===== src/rtl/serial_subtractor_if.sv =====
// Operand/result handshake bundle for the bit-serial subtractor.
// master drives operands and result acceptance; slave is the subtractor.
interface serial_subtractor_if #(
   parameter int WIDTH = 8
);
   logic             in_valid;
   logic             in_ready;
   logic [WIDTH-1:0] a;
   logic [WIDTH-1:0] b;
   logic [WIDTH-1:0] diff;
   logic             borrow_out;
   logic             ovf;
   logic             out_valid;
   logic             out_ready;
   logic             busy;

   modport master (
      output in_valid, a, b, out_ready,
      input  in_ready, diff, borrow_out, ovf, out_valid, busy
   );

   modport slave (
      input  in_valid, a, b, out_ready,
      output in_ready, diff, borrow_out, ovf, out_valid, busy
   );
endinterface


===== src/rtl/serial_subtractor.sv =====
// Bit-serial a - b, LSB first, one bit per cycle: result valid WIDTH cycles after accept.
// Result holds under out_ready=0; a new operand pair is taken only in IDLE (WIDTH+2 cycle cadence).
module serial_subtractor #(
   parameter int WIDTH = 8
) (
   input logic                clk,
   input logic                rst_n,
   serial_subtractor_if.slave io
);
   localparam int CW = $clog2(WIDTH);

   typedef enum logic [1:0] {IDLE, BUSY, DONE} state_t;

   state_t           state, state_nxt;
   logic [WIDTH-1:0] a_sh, b_sh;
   logic [WIDTH-2:0] res;
   logic [CW-1:0]    cnt;
   logic             br, a_msb, b_msb;
   logic             d, br_nxt, last;

   assign d      = a_sh[0] ^ b_sh[0] ^ br;
   assign br_nxt = (~a_sh[0] & b_sh[0]) | (~(a_sh[0] ^ b_sh[0]) & br);
   assign last   = (cnt == CW'(WIDTH - 1));

   always_ff @(posedge clk or negedge rst_n) begin
      if (!rst_n) begin
         state <= IDLE;
      end else begin
         state <= state_nxt;
      end
   end

   always_comb begin
      state_nxt    = state;
      io.in_ready  = 1'b0;
      io.busy      = 1'b0;
      io.out_valid = 1'b0;
      case (state)
         IDLE: begin
            io.in_ready = 1'b1;
            if (io.in_valid) state_nxt = BUSY;
         end
         BUSY: begin
            io.busy = 1'b1;
            if (last) state_nxt = DONE;
         end
         DONE: begin
            io.out_valid = 1'b1;
            if (io.out_ready) state_nxt = IDLE;
         end
         default: state_nxt = IDLE;
      endcase
   end

   always_ff @(posedge clk or negedge rst_n) begin
      if (!rst_n) begin
         a_sh          <= '0;
         b_sh          <= '0;
         res           <= '0;
         cnt           <= '0;
         br            <= 1'b0;
         a_msb         <= 1'b0;
         b_msb         <= 1'b0;
         io.diff       <= '0;
         io.borrow_out <= 1'b0;
         io.ovf        <= 1'b0;
      end else begin
         case (state)
            IDLE: begin
               if (io.in_valid) begin
                  a_sh  <= io.a;
                  b_sh  <= io.b;
                  a_msb <= io.a[WIDTH-1];
                  b_msb <= io.b[WIDTH-1];
                  br    <= 1'b0;
                  cnt   <= '0;
               end
            end
            BUSY: begin
               a_sh <= a_sh >> 1;
               b_sh <= b_sh >> 1;
               br   <= br_nxt;
               cnt  <= cnt + CW'(1);
               // res keeps the WIDTH-1 lower result bits; the final bit lands straight in diff
               res  <= (WIDTH-1)'({d, res} >> 1);
               if (last) begin
                  io.diff       <= {d, res};
                  io.borrow_out <= br_nxt;
                  io.ovf        <= (a_msb != b_msb) && (d != a_msb);
               end
            end
            default: ;
         endcase
      end
   end
endmodule

===== src/flat_wrapper.sv =====
// flat-port wrapper written by rule: the top's interface ports become plain ports
module serial_subtractor_flat 
#(
   parameter int WIDTH = 8
)
  (clk, rst_n, io_in_valid, io_a, io_b, io_out_ready, io_in_ready, io_diff, io_borrow_out, io_ovf, io_out_valid, io_busy);
  serial_subtractor_if #(.WIDTH(WIDTH)) io_i ();
  input logic clk;
  input logic rst_n;
  input wire logic [$bits(io_i.in_valid)-1:0] io_in_valid;
  input wire logic [$bits(io_i.a)-1:0] io_a;
  input wire logic [$bits(io_i.b)-1:0] io_b;
  input wire logic [$bits(io_i.out_ready)-1:0] io_out_ready;
  output wire logic [$bits(io_i.in_ready)-1:0] io_in_ready;
  output wire logic [$bits(io_i.diff)-1:0] io_diff;
  output wire logic [$bits(io_i.borrow_out)-1:0] io_borrow_out;
  output wire logic [$bits(io_i.ovf)-1:0] io_ovf;
  output wire logic [$bits(io_i.out_valid)-1:0] io_out_valid;
  output wire logic [$bits(io_i.busy)-1:0] io_busy;
  assign io_i.in_valid = io_in_valid;
  assign io_i.a = io_a;
  assign io_i.b = io_b;
  assign io_i.out_ready = io_out_ready;
  assign io_in_ready = io_i.in_ready;
  assign io_diff = io_i.diff;
  assign io_borrow_out = io_i.borrow_out;
  assign io_ovf = io_i.ovf;
  assign io_out_valid = io_i.out_valid;
  assign io_busy = io_i.busy;
  serial_subtractor #(.WIDTH(WIDTH)) u_core (.clk(clk), .rst_n(rst_n), .io(io_i));
endmodule

===== config.mk =====
export PLATFORM = sky130hd
export DESIGN_NAME = serial_subtractor_flat
export DESIGN_NICKNAME = d
export VERILOG_FILES = /design/src/rtl/serial_subtractor_if.sv /design/src/rtl/serial_subtractor.sv /design/src/flat_wrapper.sv
export SDC_FILE = /design/constraint.sdc
export NUM_CORES = 1
export LEC_CHECK = 0
export BUFFER_PORTS_ARGS = -buffer_cell sky130_fd_sc_hd__clkbuf_2
export CORE_ASPECT_RATIO = 1.5
export CORE_MARGIN = 2
export CORE_UTILIZATION = 50
export CTS_BUF_LIST = sky130_fd_sc_hd__clkbuf_2 sky130_fd_sc_hd__clkbuf_4 sky130_fd_sc_hd__clkbuf_8
export DETAILED_ROUTE_END_ITERATION = 8
export PLACE_DENSITY = 0.73
export SYNTH_ARGS = -nofsm -noshare
export SYNTH_HDL_FRONTEND = slang
export SYNTH_SLANG_ARGS = --single-unit
export TNS_END_PERCENT = 50

===== constraint.sdc =====
create_clock -name clk -period 1.7 [get_ports clk]
set_input_delay 0.17 -clock clk [delete_from_list [all_inputs] [get_ports clk]]
set_output_delay 0.17 -clock clk [all_outputs]
set_load 0.02 [all_outputs]

# Yosys cells after proc, flatten, opt, wreduce, memory -nomap -nowiden
# Index checks and enable logic that the tools add are counted.
# W data, S select, Z words.
totals:
  regBits: 41
  in_bits: 20
  out_inout_bits: 13
  wordCells: 49
classes:
  addsub: 1
  eq_ne: 8
  mux: 15
  bitwise: 7
  reduce_logical: 7
op_table:
  columns: ["operator", "count"]
  rows:
  - ["$pmux W8 S2", 2]
  - ["$mux W8", 2]
  - ["$mux W2", 3]
  - ["$pmux W2 S3", 1]
  - ["$pmux W3 S2", 1]
  - ["$reduce_and A2 Y1", 3]
  - ["$mux W1", 4]
  - ["$ne A2 B2 Y1 const B", 2]
  - ["$add A3 B1 Y3 const B", 1]
  - ["$eq A3 B3 Y1 const B", 1]
  - ["$mux W3", 1]
  - ["$reduce_and A3 Y1", 1]
  - ["$and A1 B1 Y1", 2]
  - ["$eq A2 B1 Y1 const B", 1]
  - ["$eq A2 B2 Y1 const B", 1]
  - ["$logic_not A2 Y1", 1]
  - ["$ne A1 B1 Y1", 2]
  - ["$ne A2 B1 Y1 const B", 1]
  - ["$not A1 Y1", 2]
  - ["$pmux W1 S2", 1]
  - ["$reduce_bool A2 Y1", 1]
  - ["$xor A1 B1 Y1", 2]
  - ["$logic_and A1 B1 Y1", 1]
  - ["$or A1 B1 Y1", 1]

# Depth between registers and ports, before layout
# Gate-level depths: netlist (run 1).
logic_depth:
  word_depth: 5
  depth_mapped: 6

# Worst setup path after synthesis (run 1)
# OpenSTA, ideal clock, no wires.
synth_timing:
  kind: "reg2reg"
  from: "register u_core.cnt[0]"
  to: "register u_core.io.diff[2]"
  setup_ns: 0.125
  t_arrival_ns: 1.386
  slack_ns: 0.189
  path_stages_with_launch: 6
  path_buffers: 1
  period_less_slack_ns: 1.511
  path_cell_list: "dfrtp_1 -> ha_1 -> ha_1 -> nand3b_1 -> buf_4 -> mux2_4"
synth_between:
  elab_chain_len: 2
synth_lines:
  columns: ["item", "line", "rtl"]
  rows:
  - ["from (decl)", "serial_subtractor.sv:17", "logic [CW-1:0] cnt;"]
  - ["from (signal assigned)", "serial_subtractor.sv:83", "cnt <= cnt + CW'(1);"]
  - ["$eq A3 B3 Y1", "serial_subtractor.sv:23", "assign last = (cnt == CW'(WIDTH - 1));"]
  - ["$reduce_and A2 Y1 (no line)", null, null]
  - ["to (signal assigned)", "serial_subtractor.sv:87", "io.diff <= {d, res};"]
  - ["to (decl)", "serial_subtractor_if.sv:24", "output in_ready, diff, borrow_out, ovf, out_valid, busy"]
# No other way between the ends.
# A chain may end at the register's enable or synchronous reset.

# Worst setup path in the final report (run 1)
layout_timing:
  from: "register u_core.cnt[0]"
  to: "register u_core.io.diff[7]"
# Same word-level chain as after synthesis.

==> run metrics, run 1 <==
status=finished, final reports clean; yosys warns=0; hold_sp=io_out_ready; Main synth FF type=dfrtp_1; GRT Util Overall=20.2%; Synth area leaders=dfrtp_1, nand2_1, a22oi_1; vias per std cell=5.29; worst path arrival time=1770 ps; R2R Setup Slk=110 ps; PD cells=1790 nW/um^2; Initial Utilization=51.5%; setup repair after global routing missed its margin=no; detailed router's first-iteration violation count=33; final setup TNS=0 ps; initial antenna violation count=0; Post-Place Worst Slack=125 ps; first-pass GRT wire length=5940 um; reg2reg path depth=5; area growth from synthesis to layout=19.0%; CP Capture Type=flop; CTS H-tree lvls=2; die area=3980 um^2; area taken by flip-flops and latches=1030 um^2; largest net degree at the start of global routing=42; Top Ports=33; Post-synth EDFFs=0; Setup crit start kind=flop; fin crit share=93.5%; Leak=1.05 nW; Site Rows=26; Max FO, Critical Path=12; Die Width=52.2 um; hold depth=2; synthesized instance count=158; Hold Fails Final Rpt=0; crit path kind=flop to flop; Slew HR=66.5%; hold path endpoint=u_core.state[1]; clock tree buffer depth=2; clock skew=5.05 ps; CTS buffer count=5; post-route ant nets=0; ant diodes=0; Syn Nets=181; final WL=3380 um; slowest stage delay, CP=410 ps; max-cap violations=0; drt pass-1 iters=3; crit path cell chain=ha_1 > ha_1 > nand3b_1 > buf_12 > mux2_2; WL/cell=14.1 um; CP dominant cell by count=ha_1; Worst-path clk slew=80 ps; share of layout cells above drive strength 1=29.3%; Setup WS post-layout=111 ps; Final #Nets=220; fmax=0.629 GHz; area share of the largest cell type after synthesis=58.9%; Synth Area per Inst=11.0 um^2; Critical-path top delay cell=dfrtp_1; Clock Root Buffer=clkbuf_8; leading area contributor after synthesis=dfrtp_1; asr flop ratio synth=100%; flops & latches, synth=41; # DRC=0; Fillers=303; sequential fraction of the synthesis area=58.9%; fin. max-slew vios=0; slew at the pin closest to its max-slew limit=503 ps; VDD IR max=0.873 mV; CTS tree=done; Tot Pwr=0.00372 W; Reg-to-Reg End=u_core.io.diff[7]; Detailed Place HPWL=2520 um; I/O Buffers=32; final setup vio count=0; via count=1269; area taken by multi-input logic gates=646 um^2; CTS Hold Bufs=1; CORE AREA=3380 um^2; post-CTS sizing=0; Num Clock Sinks=41; Hold WC Path Type=primary input to flop; Post-CTS Setup Repair Bufs=0; Yosys cell types=26; Clock Latency Late Sink=290 ps; fin crit period=1590 ps; Reg2Reg Launch Point=u_core.cnt[0]; Die Height=76.3 um; CP required=1880 ps; vias in the first global route=1283; most numerous cell in the Yosys netlist=nand2_1; gr ovfl total=0; cell area after synthesis=1740 um^2; RD Place Congestion=0.701; Post-synth top cells=nand2_1, dfrtp_1, o21ai_1
[how the worst max path moves through the flow]
stage	depth (start not counted)	startpoint	end
after floorplan	5	u_core.cnt[0]	u_core.io.diff[2]
after global placement	5	u_core.cnt[0]	u_core.io.diff[1]
after detailed placement	5	u_core.cnt[0]	u_core.io.diff[1]
after CTS	5	u_core.cnt[0]	u_core.io.diff[7]
after global routing	5	u_core.cnt[0]	u_core.io.diff[7]
final	5	u_core.cnt[0]	u_core.io.diff[7]
[kinds of logic after synthesis]
kind of cell               share of synthesized area, %
muxes                                              7.54
buffers and inverters                              4.02
DFF                                                58.9
adders and majority gates                          2.59
and+or+nand+nor                                    12.1
AOI/OAI and AO/OA                                  14.9
[routing by layer]
layer | wire length (um) | up-vias | track usage [%]
met3 | 140 | 6 | 5.88
met4 | 59 | 0 | 6.92
li1 | - | 616 | -
met2 | 1860 | 27 | 34.6
met1 | 1310 | 620 | 23.4
met5 | 0 | - | 0
[worst max-delay path: cells and delay by family, from the launching register on]
| family | cells | cell delay [ps] |
|---|---|---|
| DFF | 1 | 410 |
| muxes | 1 | 340 |
| and+or+nand+nor | 1 | 160 |
| adders and majority gates | 2 | 400 |
| buffers and inverters | 1 | 160 |
[layout by cell type (no fill, tap or decap), types with 2 or more instances in the layout]
cell and count:
a21oi_1 2, a22o_1 2, a22oi_1 14, buf_4 7
clkbuf_2 32, clkbuf_8 5, clkinv_2 2, dfrtp_1 41
ha_1 2, inv_1 4, mux2_1 2, mux2_2 3
mux2_4 5, nand2_1 42, nand2b_1 2, o21ai_0 4
o21ai_1 16
[area by class of cell]
type / count / share of cell area [%]
repair buffers: 41 / 11.7
clock buffers: 6 / 3.68
clock inverters: 2 / 0.483
well taps: 42 / 2.54
inverters: 5 / 0.906
flip-flops and latches: 41 / 49.5
multi-input cells: 103 / 31.2
[sequential cells by signal (all words and copies together) (netlist names), 2 cells and up]
register and count:
u_core.a_sh 8, u_core.b_sh 8, u_core.io.diff 8, u_core.res 7, u_core.cnt 3, u_core.state 2
[report_power, final]
part / switching [W] / internal [W] / leakage [nW]
registers: 0.000256 / 0.00139 / 0.524
logic: 0.000798 / 0.000651 / 0.475
clock network: 0.000320 / 0.000300 / 0.0484
[stage by stage]
step | instances | utilization [%] | hold WS [ps] | instance area, um^2
after global placement | 231 | 58.4 | 255 | 1980
after detailed placement | 231 | 58.4 | 261 | 1980
final | 240 | 61.2 | 78.3 | 2070
after floorplan | 158 | - | -126 | 1740
after global routing | 240 | 61.2 | 70.4 | 2070
after CTS | 240 | 61.2 | 79.0 | 2070
No activity file was read; power rests on OpenSTA's default activity.
==> run 2, diff against run 1 <==
ABC_AREA = 1   (was default)
PLACE_DENSITY = default   (was 0.73)
PLACE_DENSITY_LB_ADDON = 0.05   (was default)
==> run 2 against run 1 <==
Cell area is 3.6% higher. Via count is 17% higher. Critical path depth is 2 lower. Clock skew is 0.54 ps higher. Sequential share of layout area is 1.7 points lower. Sequential power hardly changed. Global-route usage is 0.56 points higher. Flip-flop and latch count stayed put. Largest cell class unchanged.
==> run metrics, run 2 <==
CTS H-tree lvls=2 (unchanged); Switching Fraction=39.9% (was 37.0%); Max FO, Critical Path=12 (unchanged); Clock Root Buffer=clkbuf_8 (unchanged); Top Ports=33 (unchanged); fin area=2150 um^2 (was 2070 um^2); WL/cell=12.2 um (was 14.1 um); fin crit share=87.8% (was 93.5%); Comb power frac=38.7% (was 39.0%); first-pass GRT wire length=6400 um (was 5940 um); flops & latches, synth=41 (unchanged); area taken by flip-flops and latches=1030 um^2 (unchanged); final WL=3650 um (was 3380 um); Final #Nets=280 (was 220); CTS tree=done (unchanged); most common cell after layout, fill and taps aside=nand2_1 (unchanged); status=finished, final reports clean (unchanged); most frequent cells in the layout=nand2_1, dfrtp_1, clkbuf_2 (unchanged); CORE AREA=3610 um^2 (was 3380 um^2); reg2reg path depth=7 (was 5); Syn Nets=245 (was 181); clock skew=5.59 ps (was 5.05 ps); clock tree buffer depth=2 (unchanged); Worst-path clk slew=80 ps (about the same); vias in the first global route=1422 (was 1283); setup repair after global routing missed its margin=no (unchanged); area share of the largest cell type after synthesis=55.0% (was 58.9%); crit path kind=flop to output port (was flop to flop); initial antenna violation count=0 (unchanged); most numerous cell in the Yosys netlist=nand2_1 (unchanged); placed cell count=292 (was 231); Detailed Place HPWL=2490 um (was 2520 um); fin crit period=1490 ps (was 1590 ps); Post-CTS Setup Repair Bufs=0 (unchanged); Site Rows=27 (was 26); final setup vio count=0 (unchanged); CP Capture Type=output port (was flop); cell depth of the worst setup path=3 (was 5); area taken by multi-input logic gates=691 um^2 (was 646 um^2); post-route ant nets=0 (unchanged); vias per std cell=4.95 (was 5.29); PD cells=1830 nW/um^2 (was 1790 nW/um^2); Internal=0.00235 W (was 0.00234 W); Clock Latency Late Sink=290 ps (about the same); Setup crit start kind=flop (unchanged); Fillers=354 (was 303); Yosys cell types=17 (was 26); max-cap violations=0 (unchanged); GRT Util Overall=20.7% (was 20.2%); fin. max-slew vios=0 (unchanged); RD Place Congestion=0.731 (was 0.701); asr flop ratio synth=100% (unchanged); ant diodes=0 (unchanged); Sw Pwr=0.00156 W (was 0.00137 W); fmax=0.670 GHz (was 0.629 GHz); gr ovfl total=0 (unchanged); cell area after synthesis=1870 um^2 (was 1740 um^2); leading area contributor after synthesis=dfrtp_1 (unchanged); Post-synth top cells=nand2_1, dfrtp_1, nand3_1 (was nand2_1, dfrtp_1, o21ai_1); VDD IR max=0.928 mV (was 0.873 mV); Slew HR=70.3% (was 66.5%); hold depth=2 (unchanged); area growth from synthesis to layout=14.9% (was 19.0%); slew at the pin closest to its max-slew limit=445 ps (was 503 ps); synthesized instance count=222 (was 158); Post-synth EDFFs=0 (unchanged); CP required=1530 ps (was 1880 ps); Critical-path top delay cell=dfrtp_1 (unchanged); I/O Buffers=32 (unchanged); Layout Cells excl Fill=300 (was 240); slowest stage delay, CP=550 ps (was 410 ps); Clock power frac=19.4% (was 16.7%); crit path cell chain=buf_4 > nor2_1 > clkbuf_2 (was ha_1 > ha_1 > nand3b_1 > buf_12 > mux2_2); Area after DPL=2030 um^2 (was 1980 um^2); Initial Utilization=51.6% (was 51.5%); CP delay by family, top=flip-flops (unchanged); worst path arrival time=1320 ps (was 1770 ps); CTS buffer count=5 (unchanged); Hold WC Path Type=primary input to flop (unchanged); largest net degree at the start of global routing=33 (was 42); die area=4250 um^2 (was 3980 um^2); Largest regs=u_core.a_sh: 8 flops, u_core.b_sh: 8 flops, u_core.io.diff: 8 flops (unchanged); final setup TNS=0 ps (unchanged); yosys warns=0 (unchanged); Post-Place Worst Slack=370 ps (was 125 ps); Leak=1.20 nW (was 1.05 nW); Synth area leaders=dfrtp_1, nand2_1, nand3_1 (was dfrtp_1, nand2_1, a22oi_1); # DRC=0 (unchanged); Synth Area per Inst=8.41 um^2 (was 11.0 um^2); Main synth FF type=dfrtp_1 (unchanged); Setup WS post-layout=207 ps (was 111 ps); share of layout cells above drive strength 1=19.5% (was 29.3%); Sequential Power Share=41.9% (was 44.3%); drt pass-1 iters=4 (was 3); CP bufs+invs=2 (was 1); Die Height=78.8 um (was 76.3 um); Hold Fails Final Rpt=0 (unchanged); Num Clock Sinks=41 (unchanged); sequential fraction of the synthesis area=55.0% (was 58.9%); via count=1485 (was 1269); Die Width=53.9 um (was 52.2 um); detailed router's first-iteration violation count=35 (was 33)
run 2: per-stage QoR:
step	hold WS, ps	utilization [%]	total power (W)
after floorplan	-126	-	0.00288
after global placement	135	56.2	0.00318
after detailed placement	133	56.2	0.00321
after CTS	55.6	59.4	0.00398
after global routing	74.7	59.4	0.00429
final	65.6	59.4	0.00392
run 2: path summary, 6_finish.rpt:
path	startpoint	end	slack (ps)
max in group asynchronous	rst_n	u_core.b_sh[5]	800
min in group asynchronous	rst_n	u_core.res[2]	340
worst min register to register	u_core.b_sh[1]	u_core.b_sh[1]	480
worst min-delay path	io_out_ready	u_core.state[1]	70
worst max register to register	u_core.b_sh[0]	u_core.io.ovf	370
worst max-delay path	u_core.state[0]	io_out_valid	210
run 2: timing repair:
item                      CTS  global route
hold buffers                1             0
resized for setup           0             0
hold endpoints to repair   15             0
run 2: cells by family after synthesis:
logic type	synth area share (%)
simple gates	27.8
flops	55.0
buf+inv	8.04
compound gates	6.77
fa+ha+maj	2.41
run 2: area by class of cell:
cell class	instances	share of cell area, %
well taps	43	2.51
clock inverters	2	1.63
flip-flops and latches	41	47.8
multi-input cells	154	32.2
repair buffers	38	9.68
clock buffers	5	3.21
inverters	17	2.97
run 2: power by group through the flow:
stage	clock network, W	logic (W)	registers, W
2_1_floorplan	0	0.00117	0.00171
3_3_place_gp	0	0.00152	0.00166
3_5_place_dp	0	0.00155	0.00166
4_1_cts	0.000775	0.00156	0.00165
5_1_grt	0.000811	0.00178	0.00170
6_report	0.000759	0.00152	0.00164
run 2: layer usage:
| metal | global-route usage (%) | vias up | part of all wire (%) |
|---|---|---|---|
| met2 | 33.4 | 30 | 50 |
| li1 | - | 759 | - |
| met5 | 0 | - | 0 |
| met4 | 8.46 | 0 | 1.9 |
| met1 | 26.2 | 688 | 44 |
| met3 | 4.70 | 8 | 4.1 |
